**src/rtl/muldiv_pkg.sv**
```systemverilog
// Shared definitions for the multiply/divide sequencer: op encoding,
// sequencer states and the fixed divide-by-zero quotient pattern.
package muldiv_pkg;

    localparam logic [1:0] OP_MULT  = 2'b00;
    localparam logic [1:0] OP_MULTU = 2'b01;
    localparam logic [1:0] OP_DIV   = 2'b10;
    localparam logic [1:0] OP_DIVU  = 2'b11;

    typedef enum logic [1:0] {
        IDLE = 2'b00,
        ITER = 2'b01,
        FIX  = 2'b10,
        DONE = 2'b11
    } state_t;

    // Quotient reported when the divisor is zero
    localparam logic [31:0] DIVZERO_LO = 32'hFFFF_FFFF;

    // Bit 1 of the op code selects divide, bit 0 selects the unsigned form
    function automatic logic opIsDiv(input logic [1:0] op);
        return op[1];
    endfunction

    function automatic logic opIsSigned(input logic [1:0] op);
        return ~op[0];
    endfunction

endpackage

```
**src/rtl/muldiv_unit_cond_negate.sv**
```systemverilog
// Two's-complement negate-if. Used both to take operand magnitudes and to
// restore the sign of products, quotients and remainders.
module cond_negate #(
    parameter int W = 32
) (
    input  logic         i_neg,
    input  logic [W-1:0] i_val,
    output logic [W-1:0] o_val
);

    assign o_val = i_neg ? (~i_val + W'(1)) : i_val;

endmodule

```
**src/rtl/muldiv_unit.sv**
```systemverilog
// Iterative MULT/MULTU/DIV/DIVU sequencer owning the HI/LO registers.
// Works on operand magnitudes (radix-2 shift-add multiply, restoring divide)
// for DATA_W cycles, then applies the sign fix-up and writes HI/LO.
module muldiv_unit
    import muldiv_pkg::*;
#(
    parameter int DATA_W = 32,
    parameter int CNT_W  = $clog2(DATA_W)
) (
    input  logic              i_clk,
    input  logic              i_reset,
    input  logic              i_start,
    input  logic [1:0]        i_op,
    input  logic [DATA_W-1:0] i_srcA,
    input  logic [DATA_W-1:0] i_srcB,
    input  logic              i_hi_we,
    input  logic              i_lo_we,
    input  logic [DATA_W-1:0] i_wdata,
    output logic [DATA_W-1:0] o_hi,
    output logic [DATA_W-1:0] o_lo,
    output logic              o_busy,
    output logic              o_done,
    output logic              o_div_by_zero
);

    state_t            r_state;
    state_t            w_nextState;
    logic [CNT_W-1:0]  r_count;
    logic [1:0]        r_op;
    logic              r_negRes;
    logic              r_negRem;
    logic              r_divZero;
    logic [DATA_W-1:0] r_magA;
    logic [DATA_W-1:0] r_magB;
    logic [DATA_W-1:0] r_rawA;
    logic [DATA_W-1:0] r_accHi;
    logic [DATA_W-1:0] r_accLo;
    logic [DATA_W-1:0] r_hi;
    logic [DATA_W-1:0] r_lo;

    logic              w_negA;
    logic              w_negB;
    logic [DATA_W-1:0] w_absA;
    logic [DATA_W-1:0] w_absB;
    logic [DATA_W:0]   w_mulPartial;
    logic [DATA_W:0]   w_divTrial;
    logic              w_qBit;
    logic [DATA_W-1:0] w_divRem;
    logic [DATA_W-1:0] w_divLo;
    logic [2*DATA_W-1:0] w_product;
    logic [DATA_W-1:0] w_quotient;
    logic [DATA_W-1:0] w_remainder;
    logic              w_divisorZero;

    // Operand magnitudes are taken only for the signed op forms
    assign w_negA = opIsSigned(i_op) & i_srcA[DATA_W-1];
    assign w_negB = opIsSigned(i_op) & i_srcB[DATA_W-1];

    cond_negate #(.W(DATA_W)) u_absA (
        .i_neg (w_negA),
        .i_val (i_srcA),
        .o_val (w_absA)
    );

    cond_negate #(.W(DATA_W)) u_absB (
        .i_neg (w_negB),
        .i_val (i_srcB),
        .o_val (w_absB)
    );

    // Multiply step: accLo holds the remaining multiplier bits, accHi the
    // running partial product; the carry shifts down into accHi each cycle.
    assign w_mulPartial = r_accLo[0] ? ({1'b0, r_accHi} + {1'b0, r_magA})
                                     : {1'b0, r_accHi};

    // Restoring divide step: accHi is the partial remainder, accLo shifts the
    // dividend out at the top and the quotient bits in at the bottom.
    assign w_divTrial = {r_accHi, r_accLo[DATA_W-1]} - {1'b0, r_magB};
    assign w_qBit     = ~w_divTrial[DATA_W];
    assign w_divRem   = w_qBit ? w_divTrial[DATA_W-1:0]
                               : {r_accHi[DATA_W-2:0], r_accLo[DATA_W-1]};
    assign w_divLo    = {r_accLo[DATA_W-2:0], w_qBit};

    assign w_divisorZero = (r_magB == '0);

    cond_negate #(.W(2*DATA_W)) u_fixProduct (
        .i_neg (r_negRes),
        .i_val ({r_accHi, r_accLo}),
        .o_val (w_product)
    );

    cond_negate #(.W(DATA_W)) u_fixQuotient (
        .i_neg (r_negRes),
        .i_val (r_accLo),
        .o_val (w_quotient)
    );

    cond_negate #(.W(DATA_W)) u_fixRemainder (
        .i_neg (r_negRem),
        .i_val (r_accHi),
        .o_val (w_remainder)
    );

    // Sequencer state register
    always_ff @(posedge i_clk or posedge i_reset) begin
        if (i_reset) begin
            r_state <= IDLE;
        end else begin
            r_state <= w_nextState;
        end
    end

    // Next-state logic: IDLE -> ITER (DATA_W cycles) -> FIX -> DONE -> IDLE
    always_comb begin
        w_nextState = r_state;
        case (r_state)
            IDLE: if (i_start) w_nextState = ITER;
            ITER: if (r_count == '0) w_nextState = FIX;
            FIX:  w_nextState = DONE;
            DONE: w_nextState = IDLE;
            default: w_nextState = IDLE;
        endcase
    end

    // Operand capture, iteration datapath, HI/LO writes and divide-by-zero flag
    always_ff @(posedge i_clk or posedge i_reset) begin
        if (i_reset) begin
            r_count   <= '0;
            r_op      <= OP_MULT;
            r_negRes  <= 1'b0;
            r_negRem  <= 1'b0;
            r_divZero <= 1'b0;
            r_magA    <= '0;
            r_magB    <= '0;
            r_rawA    <= '0;
            r_accHi   <= '0;
            r_accLo   <= '0;
            r_hi      <= '0;
            r_lo      <= '0;
        end else begin
            case (r_state)
                IDLE: begin
                    if (i_hi_we) r_hi <= i_wdata;
                    if (i_lo_we) r_lo <= i_wdata;
                    if (i_start) begin
                        r_op      <= i_op;
                        r_negRes  <= w_negA ^ w_negB;
                        r_negRem  <= w_negA;
                        r_magA    <= w_absA;
                        r_magB    <= w_absB;
                        r_rawA    <= i_srcA;
                        r_accHi   <= '0;
                        r_accLo   <= opIsDiv(i_op) ? w_absA : w_absB;
                        r_count   <= CNT_W'(DATA_W - 1);
                        r_divZero <= 1'b0;
                    end
                end
                ITER: begin
                    if (opIsDiv(r_op)) begin
                        r_accHi <= w_divRem;
                        r_accLo <= w_divLo;
                    end else begin
                        {r_accHi, r_accLo} <= {w_mulPartial, r_accLo[DATA_W-1:1]};
                    end
                    if (r_count != '0) r_count <= r_count - CNT_W'(1);
                end
                FIX: begin
                    if (!opIsDiv(r_op)) begin
                        r_hi <= w_product[2*DATA_W-1:DATA_W];
                        r_lo <= w_product[DATA_W-1:0];
                    end else if (w_divisorZero) begin
                        r_hi      <= r_rawA;
                        r_lo      <= DIVZERO_LO;
                        r_divZero <= 1'b1;
                    end else begin
                        r_hi <= w_remainder;
                        r_lo <= w_quotient;
                    end
                end
                default: begin
                end
            endcase
        end
    end

    assign o_hi          = r_hi;
    assign o_lo          = r_lo;
    assign o_busy        = (r_state != IDLE);
    assign o_done        = (r_state == DONE);
    assign o_div_by_zero = r_divZero;

endmodule

```
**config.mk**
```make
export PLATFORM = sky130hd
export DESIGN_NAME = muldiv_unit
export DESIGN_NICKNAME = d
export VERILOG_FILES = /design/src/rtl/muldiv_pkg.sv /design/src/rtl/muldiv_unit_cond_negate.sv /design/src/rtl/muldiv_unit.sv
export SDC_FILE = /design/constraint.sdc
export NUM_CORES = 1
export LEC_CHECK = 0
export CAP_MARGIN = 40
export CORE_MARGIN = 8
export CORE_UTILIZATION = 40
export DETAILED_ROUTE_END_ITERATION = 10
export RECOVER_POWER = 50
export SETUP_SLACK_MARGIN = 0.3
export SYNTH_ARGS = -nofsm -noshare
export SYNTH_HDL_FRONTEND = slang
export SYNTH_HIERARCHICAL = 1
export SYNTH_SLANG_ARGS = --single-unit
```
**constraint.sdc**
```tcl
create_clock -name i_clk -period 11.1 [get_ports i_clk]
set_clock_uncertainty 0.1 [all_clocks]
set_input_delay 1.11 -clock i_clk [delete_from_list [all_inputs] [get_ports i_clk]]
set_output_delay 1.11 -clock i_clk [all_outputs]
set_load 0.01 [all_outputs]
```
==> results.toml, run 1 <==
[timing]
tns_ns = 0
tightestPinTransition_ns = 3.680
fin_crit_ns = 5.588
setup_viol = 0
hold_viol = 0
final_max_slew_viol_count = 222
rsz0062_at_grt = "false"
holdWs_ns = 0.3730
slew-limit-headroom = -1.454
finalCritPeriodShare = 0.5034
fmax_mhz = 179.0

[critical_path]
critPathSlowestCell = "clkbuf_1"
regToRegStartpoint = "r_state[1]"
critPathBufInv = 5
slowest_delay_ns = 2.62
crit_start = "i_reset"
worst-setup-path-type = "in -> async"
path_max_fanout = 112
critical-path-top-delay-family = "buffers and inverters"
r2r-end = "r_accHi[0]"
cp_data_arrival_time_ns = 5.32
cp_common_cell = "clkbuf_1"
r2r_slack_ns = 6.05
critPathRequiredTime_ns = 10.83
start_kind = "input pin"
endpoint_kind = "async pin"
crit_chain = "dlygate4sd3_1 -> inv_8 -> buf_16 -> clkbuf_1 -> clkbuf_1"
r2r_cells = 8

[layout]
antenna_cells = 0
nNetsFinal = 2634
regArea_um2 = 5886
drive_gt1_frac = 0.1285
final_common_cell = "dfrtp_1"
areaGrowthSynthToFinish_pct = 16.96
design_area_um2 = 24090
utilization = 0.4716
multiInputGateArea_um2 = 13920
final_cell_mix = "dfrtp_1 (233), xnor2_1 (210), nand2_1 (201)"
nFillCells = 4918

[route]
drtPass1Iterations = 6
routed_wl_mm = 75.11
wire_per_inst_um = 23.82
vias_per_cell = 6.098
vias = 19230
dr.first_iter.drc_count = 2235
drcViolationCount = 0
detail-route-antenna-nets = 0

[synthesis]
synthTopCellsByArea = "dfrtp_1 (29%), xnor2_1 (8.9%), mux2_2 (7.3%)"
yosysSeqAreaShare = 0.2855
synthesis.area_um2 = 20600
synth_top_area_frac = 0.2855
synth-edff-count = 0
syn_avg_cell_area_um2 = 8.774
synthFlopType = "dfrtp_1"
synth_top_area_cell = "dfrtp_1"
synth-seq-cells = 235
syn_inst = 2348
syn-num-nets = 2528
async_flop_share = 1.000
yosysWarnings = 6
synth.distinct_cells = 92

[cts]
clock_latency_ns = 0.57
tritoncts = "done"
post_cts_resize_count = 0
h-tree-depth = 1
clock_sinks = 235
cts-root-buf = "clkbuf_16"
ctsLongestPathBuffers = 3
clkSlewWorstSetupHoldPaths_ns = 0.06
post_cts_buffers = 0
cts_hold_buf = 0
cts_buffers = 29

[global_routing]
grt_pass1_vias = 18550
overflow = 0
grt_max_degree = 113
antenna_found_initial = 1
grt_first_pass_wirelength_mm = 115.1
grt_use_total = 0.2439

[floorplanning]
core_um2 = 51090
die_x_um = 242.9
initial_core_util = 0.4032
die_area_um2 = 59020
rows = 83
fp.dieH_um = 242.9
io_pins = 170

[job]
cap_viol_max_count = 4

[placement]
hpwl_mm = 57.15
io_buffers = 169
placed_area_um2 = 23090
place.gp.congestion = 0.9326

[status]
violations = "capacitance limit, slew limit"
status = "complete, but fails checks"

[worst_hold_path]
min-delay-start = "o_hi[10]"
min_path_cells = 2
hp-class = "reg -> reg"
holdPathEnd = "o_hi[10]"

[power_and_ir_drop]
ir_drop_uv = 216.6
leakage_uw = 0.009410
powerDensity_nw_per_um2 = 340.8
==> logic make-up after synthesis <==
| family | synth area share |
|---|---|
| xor+xnor | 0.09821 |
| compound gates | 0.2246 |
| buf+inv | 0.04057 |
| flops | 0.2855 |
| fa+ha+maj | 0.04749 |
| mux | 0.1211 |
| simple gates | 0.1826 |
==> worst max path at each step <==
| stage | endpoint | slack, ns | cells after the start |
|---|---|---|---|
| finish | o_lo[6] | 5.51 | 5 |
| global route | o_lo[6] | 4.65 | 5 |
| CTS | r_accHi[24] | 6.82 | 13 |
| detailed placement | r_accHi[8] | 6.84 | 13 |
| global placement | r_accHi[8] | 6.89 | 13 |
| floorplan | o_div_by_zero | 3.44 | 1 |
==> stage by stage <==
stage | instances | power, uW | worst slack, ns
after floorplan | 2348 | 5445 | 3.444
after global placement | 3090 | 6972 | 6.894
after detailed placement | 3101 | 7123 | 6.841
after CTS | 3152 | 8194 | 6.815
after global routing | 3154 | 8798 | 4.650
final | 3154 | 8211 | 5.512
==> cells in the mapped netlist, drive strengths merged, types with 45 or more instances <==
library cell and count:
a21oi 159, a31oi 45, clkbuf 97, dfrtp 235, ha 75, inv 72
mux2 135, mux2i 97, nand2 201, nand2b 56, nor2 160, o21ai 172
o31ai 70, o41ai 52, or3 52, xnor2 210
==> cell type report <==
| type | count | share of cell area |
|---|---|---|
| Clock buffer | 37 | 0.03303 |
| Sequential cell | 235 | 0.2443 |
| Multi-Input combinational cell | 1906 | 0.5779 |
| Clock inverter | 14 | 0.009347 |
| Tap cell | 680 | 0.03531 |
| Timing Repair Buffer | 210 | 0.08864 |
| Inverter | 72 | 0.01153 |
==> per-layer routing <==
layer  up-vias  global-route usage  share of wire
li1       8845                   -              -
met1      9568              0.3404           0.45
met2       709              0.3900           0.46
met3       112             0.03327          0.062
met4         0             0.06999          0.030
met5         -                   0              0
==> flip-flops by register name, summed over array words and instances, names as in the netlist <==
| signal | flops |
|---|---|
| o_lo | 32 |
| o_hi | 32 |
| r_state | 2 |
| o_div_by_zero | 1 |
| r_rawA | 32 |
| r_negRes | 1 |
| r_op | 1 |
| r_magA | 32 |
| r_magB | 32 |
| r_accLo | 32 |
| r_accHi | 32 |
| r_count | 5 |
| r_negRem | 1 |
==> power by group <==
group / leakage, uW / internal [uW] / switching [uW]
logic: 0.00607 / 2220 / 2960
registers: 0.00285 / 1270 / 714
clock network: 0.000499 / 641 / 397
total: 0.00941 / 4140 / 4070
==> tightest hold or removal path: cells and delay by family, from the launching register on <==
| family | cells | cell delay, ns |
|---|---|---|
| AND/OR/NAND/NOR | 1 | 0.05 |
| AO/OA/AOI/OAI | 1 | 0.06 |
| flip-flops | 1 | 0.34 |
Note: power is estimated with default switching activity, not from simulation.
==> run 2, diff against run 1 <==
==> constraint.sdc (replaced) <==
create_clock -name i_clk -period 5.31 [get_ports i_clk]
set_clock_uncertainty 0.1 [all_clocks]
set_input_delay 0.531 -clock i_clk [delete_from_list [all_inputs] [get_ports i_clk]]
set_output_delay 0.531 -clock i_clk [all_outputs]
set_load 0.01 [all_outputs]
==> run 2 against run 1 <==
Compared with the run above:
- the run still ends with capacitance limit, slew limit left
- utilization fell by 0.30 points
- hold slack improved by 0.0047 ns
- critical path depth grew 8
- first-iteration DRC count decreased by 30%
- design area down 0.64%
- routed wire length decreased by 1.8%
- critical endpoint is now r_accHi[5]
- largest power group unchanged
==> results.toml, run 2 (synthesis results as in run 1) <==
[timing]
tns_ns = 0
final_max_slew_viol_count = 237
rsz0062_at_grt = "false"
finalCritPeriodShare = 0.7991
setup_viol = 0
tightestPinTransition_ns = 3.608
fmax_mhz = 235.7
fin_crit_ns = 4.243
hold_viol = 0
slew-limit-headroom = -1.405

[placement]
hpwl_mm = 56.04
place.gp.congestion = 0.9445
io_buffers = 169

[global_routing]
overflow = 0
grt_first_pass_wirelength_mm = 112.8
grt_use_total = 0.2391
antenna_found_initial = 0
grt_pass1_vias = 18340
grt_max_degree = 177

[critical_path]
crit_chain = "inv_1 -> ha_1 -> fa_1 -> nand2b_1 -> a211oi_2 -> o21ai_0 -> a21oi_2 -> o21ai_1 -> a311oi_4 -> buf_4 -> mux2_2 -> a21oi_1 -> o21ai_1"
critPathSlowestCell = "dfrtp_1"
cp_common_cell = "o21ai_1"
critPathBufInv = 2
slowest_delay_ns = 0.52
start_kind = "flip-flop"
endpoint_kind = "flip-flop"
cp_data_arrival_time_ns = 4.58
critical-path-top-delay-family = "compound AO/OA/AOI/OAI gates"
path_max_fanout = 36
worst-setup-path-type = "reg -> reg"
critPathRequiredTime_ns = 5.64

[floorplanning]
io_pins = 170
rows = 83
die_x_um = 242.9
fp.dieH_um = 242.9
initial_core_util = 0.4032
die_area_um2 = 59020
core_um2 = 51090

[layout]
nNetsFinal = 2628
areaGrowthSynthToFinish_pct = 16.20
nFillCells = 4969
final_cell_mix = "dfrtp_1 (233), xnor2_1 (210), nand2_1 (201)"
utilization = 0.4685
final_common_cell = "dfrtp_1"
antenna_cells = 0
drive_gt1_frac = 0.1271

[power_and_ir_drop]
powerDensity_nw_per_um2 = 708.8
leakage_uw = 0.009325
ir_drop_uv = 397.3

[cts]
clock_latency_ns = 0.58
clock_sinks = 235
tritoncts = "done"
cts_buffers = 28
h-tree-depth = 1
post_cts_buffers = 0
post_cts_resize_count = 0
clkSlewWorstSetupHoldPaths_ns = 0.06
ctsLongestPathBuffers = 3
cts_hold_buf = 0
cts-root-buf = "clkbuf_16"

[route]
routed_wl_mm = 73.76
drcViolationCount = 0
vias_per_cell = 5.993
wire_per_inst_um = 23.41
drtPass1Iterations = 6
detail-route-antenna-nets = 0
vias = 18880
dr.first_iter.drc_count = 1575

[worst_hold_path]
hp-class = "reg -> reg"

[status]
violations = "capacitance limit, slew limit"
status = "complete, but fails checks"

[job]
cap_viol_max_count = 2
==> run 2: final timing paths <==
check,endpoint,cells past startpoint,slack [ns],start
setup / recovery,r_accHi[5],13,1.07,r_accLo[31]
hold / removal,o_hi[17],2,0.38,o_hi[17]
setup reg to reg,r_accHi[5],13,1.07,r_accLo[31]
hold reg to reg,o_hi[17],2,0.38,o_hi[17]
max in group asynchronous,o_lo[6],3,1.26,i_reset
min in group asynchronous,r_accHi[31],3,1.32,i_reset
==> run 2: worst min-delay path: stages, from the launching register on <==
cell	delay, ns
dfrtp_1	0.34
nand2_1	0.04
o21ai_0	0.06
==> run 2: metal layers <==
layer  vias up  GRT usage  part of all wire
li1       8837          -                 -
met1      9346     0.3343              0.45
met2       600     0.3729              0.45
met3        96    0.05161             0.074
met4         0    0.05571             0.025
met5         -   0.004198                 0
==> run 2: power by group <==
part | switching, uW | internal [uW] | total (uW)
logic | 6300 | 4610 | 10900
registers | 1280 | 2670 | 3950
clock network | 834 | 1270 | 2100
total | 8420 | 8550 | 17000
==> run 2: final cells by class <==
class	count	area, um^2	area share
tap	680	850.8	0.03554
clock buffer	41	790.8	0.03303
multi-input combinational	1906	13920	0.5816
sequential	235	5886	0.2459
clock inverter	11	182.7	0.007631
inverter	72	271.5	0.01134
timing repair buffer	205	2034	0.08498
==> run 2: stage by stage <==
step	worst slack, ns	cells	instance area [um^2]	total power, uW	hold slack [ns]
floorplan	1.601	2348	20600	11380	0.3792
CTS	1.094	3150	23980	16930	0.3870
global route	0.5795	3150	23940	18220	0.4079
finish	1.067	3150	23940	16970	0.3777
global placement	1.179	3094	22910	14560	0.3668
detailed placement	1.132	3098	23010	14760	0.3729
==> run 3, diff against run 2 <==
==> constraint.sdc (replaced) <==
create_clock -name i_clk -period 4 [get_ports i_clk]
set_clock_uncertainty 0.1 [all_clocks]
set_input_delay 0.4 -clock i_clk [delete_from_list [all_inputs] [get_ports i_clk]]
set_output_delay 0.4 -clock i_clk [all_outputs]
set_load 0.01 [all_outputs]
==> run 3 against run 2 <==
Compared with the run above:
- non-clock buffer count up 60
- maximum frequency up 18%
- sequential share of layout area down 0.58 points
- global-route usage up 0.074 points
- register-to-register slack worse by 0.68 ns
- die area unchanged
- hold slack worse by 0.050 ns
- clock-buffer cell count down 3
- critical endpoint is now r_accHi[18]
- the run still ends with capacitance limit, slew limit left
==> results.toml, run 3 (synthesis results as in run 1) <==
[status]
status = "complete, but fails checks"
violations = "capacitance limit, slew limit"

[critical_path]
cp_data_arrival_time_ns = 3.98
critPathRequiredTime_ns = 4.37
r2r-end = "r_accHi[18]"
path_max_fanout = 17
crit_start = "r_magB[0]"
start_kind = "flip-flop"
endpoint_kind = "flip-flop"
r2r_slack_ns = 0.39
critPathSlowestCell = "dfrtp_1"
regToRegStartpoint = "r_magB[0]"
crit_chain = "ha_1 -> fa_1 -> nand2b_1 -> a211oi_2 -> o21ai_1 -> a21oi_2 -> o2111a_1 -> a311oi_4 -> buf_4 -> bufbuf_16 -> or3_1 -> a32o_1"
r2r_cells = 12
slowest_delay_ns = 0.41
worst-setup-path-type = "reg -> reg"
endpoint = "r_accHi[18]"

[power_and_ir_drop]
leakage_uw = 0.009687
p_switching_uw = 11270
p_int_uw = 11730
p_seq_frac = 0.208
ir_drop_uv = 1352
pwr-share-comb = 0.666
switching_share = 0.4900
powerDensity_nw_per_um2 = 938.2
clkPwrFrac = 0.126

[global_routing]
grt_max_degree = 177
antenna_found_initial = 2
overflow = 0
grt_use_total = 0.2398
grt_first_pass_wirelength_mm = 113.0
grt_pass1_vias = 18290

[route]
drtPass1Iterations = 5
dr.first_iter.drc_count = 1912
wire_per_inst_um = 23.19
vias_per_cell = 6.020
drcViolationCount = 0
routed_wl_mm = 74.44
detail-route-antenna-nets = 0
vias = 19330

[timing]
setup_viol = 0
slew-limit-headroom = -0.3538
hold_viol = 0
fin_crit_ns = 3.609
rsz0062_at_grt = "false"
fmax_mhz = 277.1
finalCritPeriodShare = 0.9022
holdWs_ns = 0.3276
tightestPinTransition_ns = 2.031
final_max_slew_viol_count = 63
tns_ns = 0

[job]
cap_viol_max_count = 2

[layout]
regArea_um2 = 5886
nFillCells = 4864
drive_gt1_frac = 0.1506
multiInputGateArea_um2 = 13950
nNetsFinal = 2689
final_cell_mix = "dfrtp_1 (233), xnor2_1 (210), nand2_1 (201)"
antenna_cells = 0
areaGrowthSynthToFinish_pct = 18.99
final_common_cell = "dfrtp_1"

[floorplanning]
core_um2 = 51090
io_pins = 170
rows = 83
die_x_um = 242.9
fp.dieH_um = 242.9
die_area_um2 = 59020
initial_core_util = 0.4032

[cts]
clock_latency_ns = 0.58
h-tree-depth = 1
cts-root-buf = "clkbuf_16"
ctsLongestPathBuffers = 3
cts_buffers = 29
clkSlewWorstSetupHoldPaths_ns = 0.06
tritoncts = "done"
clock_sinks = 235

[placement]
io_buffers = 169
hpwl_mm = 56.78
place.gp.congestion = 0.9374

[worst_hold_path]
min_path_cells = 3
hp-class = "in -> reg"
-- run 3: layout make-up --
class                           count  share of cell area
Timing Repair Buffer              265              0.1034
Clock buffer                       38             0.03262
Sequential cell                   235              0.2401
Clock inverter                     14            0.009136
Tap cell                          680             0.03471
Multi-Input combinational cell   1906              0.5690
Inverter                           72             0.01108
-- run 3: how the worst min path moves through the flow --
stage                      from          end
detailed placement     o_hi[12]     o_hi[12]
finish              i_wdata[27]     o_lo[27]
floorplan             r_rawA[0]    r_rawA[0]
global route        i_wdata[13]     o_lo[13]
global placement       o_hi[15]     o_hi[15]
CTS                     i_reset  r_accHi[28]
-- run 3: timing repair --
item                                    CTS  global route
gates cloned                              1             1
hold buffers                              0             0
resized for setup                         0             8
buffers inserted                          2             4
endpoints found under the setup margin   11            33
pin swaps                                 1             2
-- run 3: metrics by stage --
stage / std cells / power, uW / setup slack [ns] / utilization / cell area (um^2)
after global routing: 3210 / 24610 / 0.1579 / 0.4798 / 24510
after detailed placement: 3149 / 19820 / 0.2014 / 0.4579 / 23390
after global placement: 3147 / 19550 / 0.2870 / 0.4569 / 23350
final: 3210 / 23000 / 0.3910 / 0.4798 / 24510
after floorplan: 2348 / 15110 / 0.3586 / - / 20600
after CTS: 3204 / 22850 / 0.3112 / 0.4788 / 24460
-- run 3: power groups by stage --
stage | sequential [uW] | clock, uW | combinational [uW]
floorplan | 4860 | 0 | 10300
global placement | 4760 | 0 | 14800
detailed placement | 4800 | 0 | 15000
CTS | 4770 | 2940 | 15100
global route | 4930 | 3040 | 16600
finish | 4790 | 2890 | 15300
-- run 3: worst max-delay path, delay by kind of cell, from the launching register on --
family / cells / cell delay [ns]
and+or+nand+nor: 2 / 0.52
buffers and inverters: 2 / 0.46
AOI/OAI and AO/OA: 6 / 1.38
DFF: 1 / 0.41
adders and majority gates: 2 / 0.63
-- run 3: per-layer routing --
metal	share of wire	vias to the layer above	global-route usage
met2	0.44	716	0.3658
li1	-	8951	-
met5	0	-	0
met4	0.024	0	0.05889
met1	0.47	9559	0.3514
met3	0.068	99	0.03525
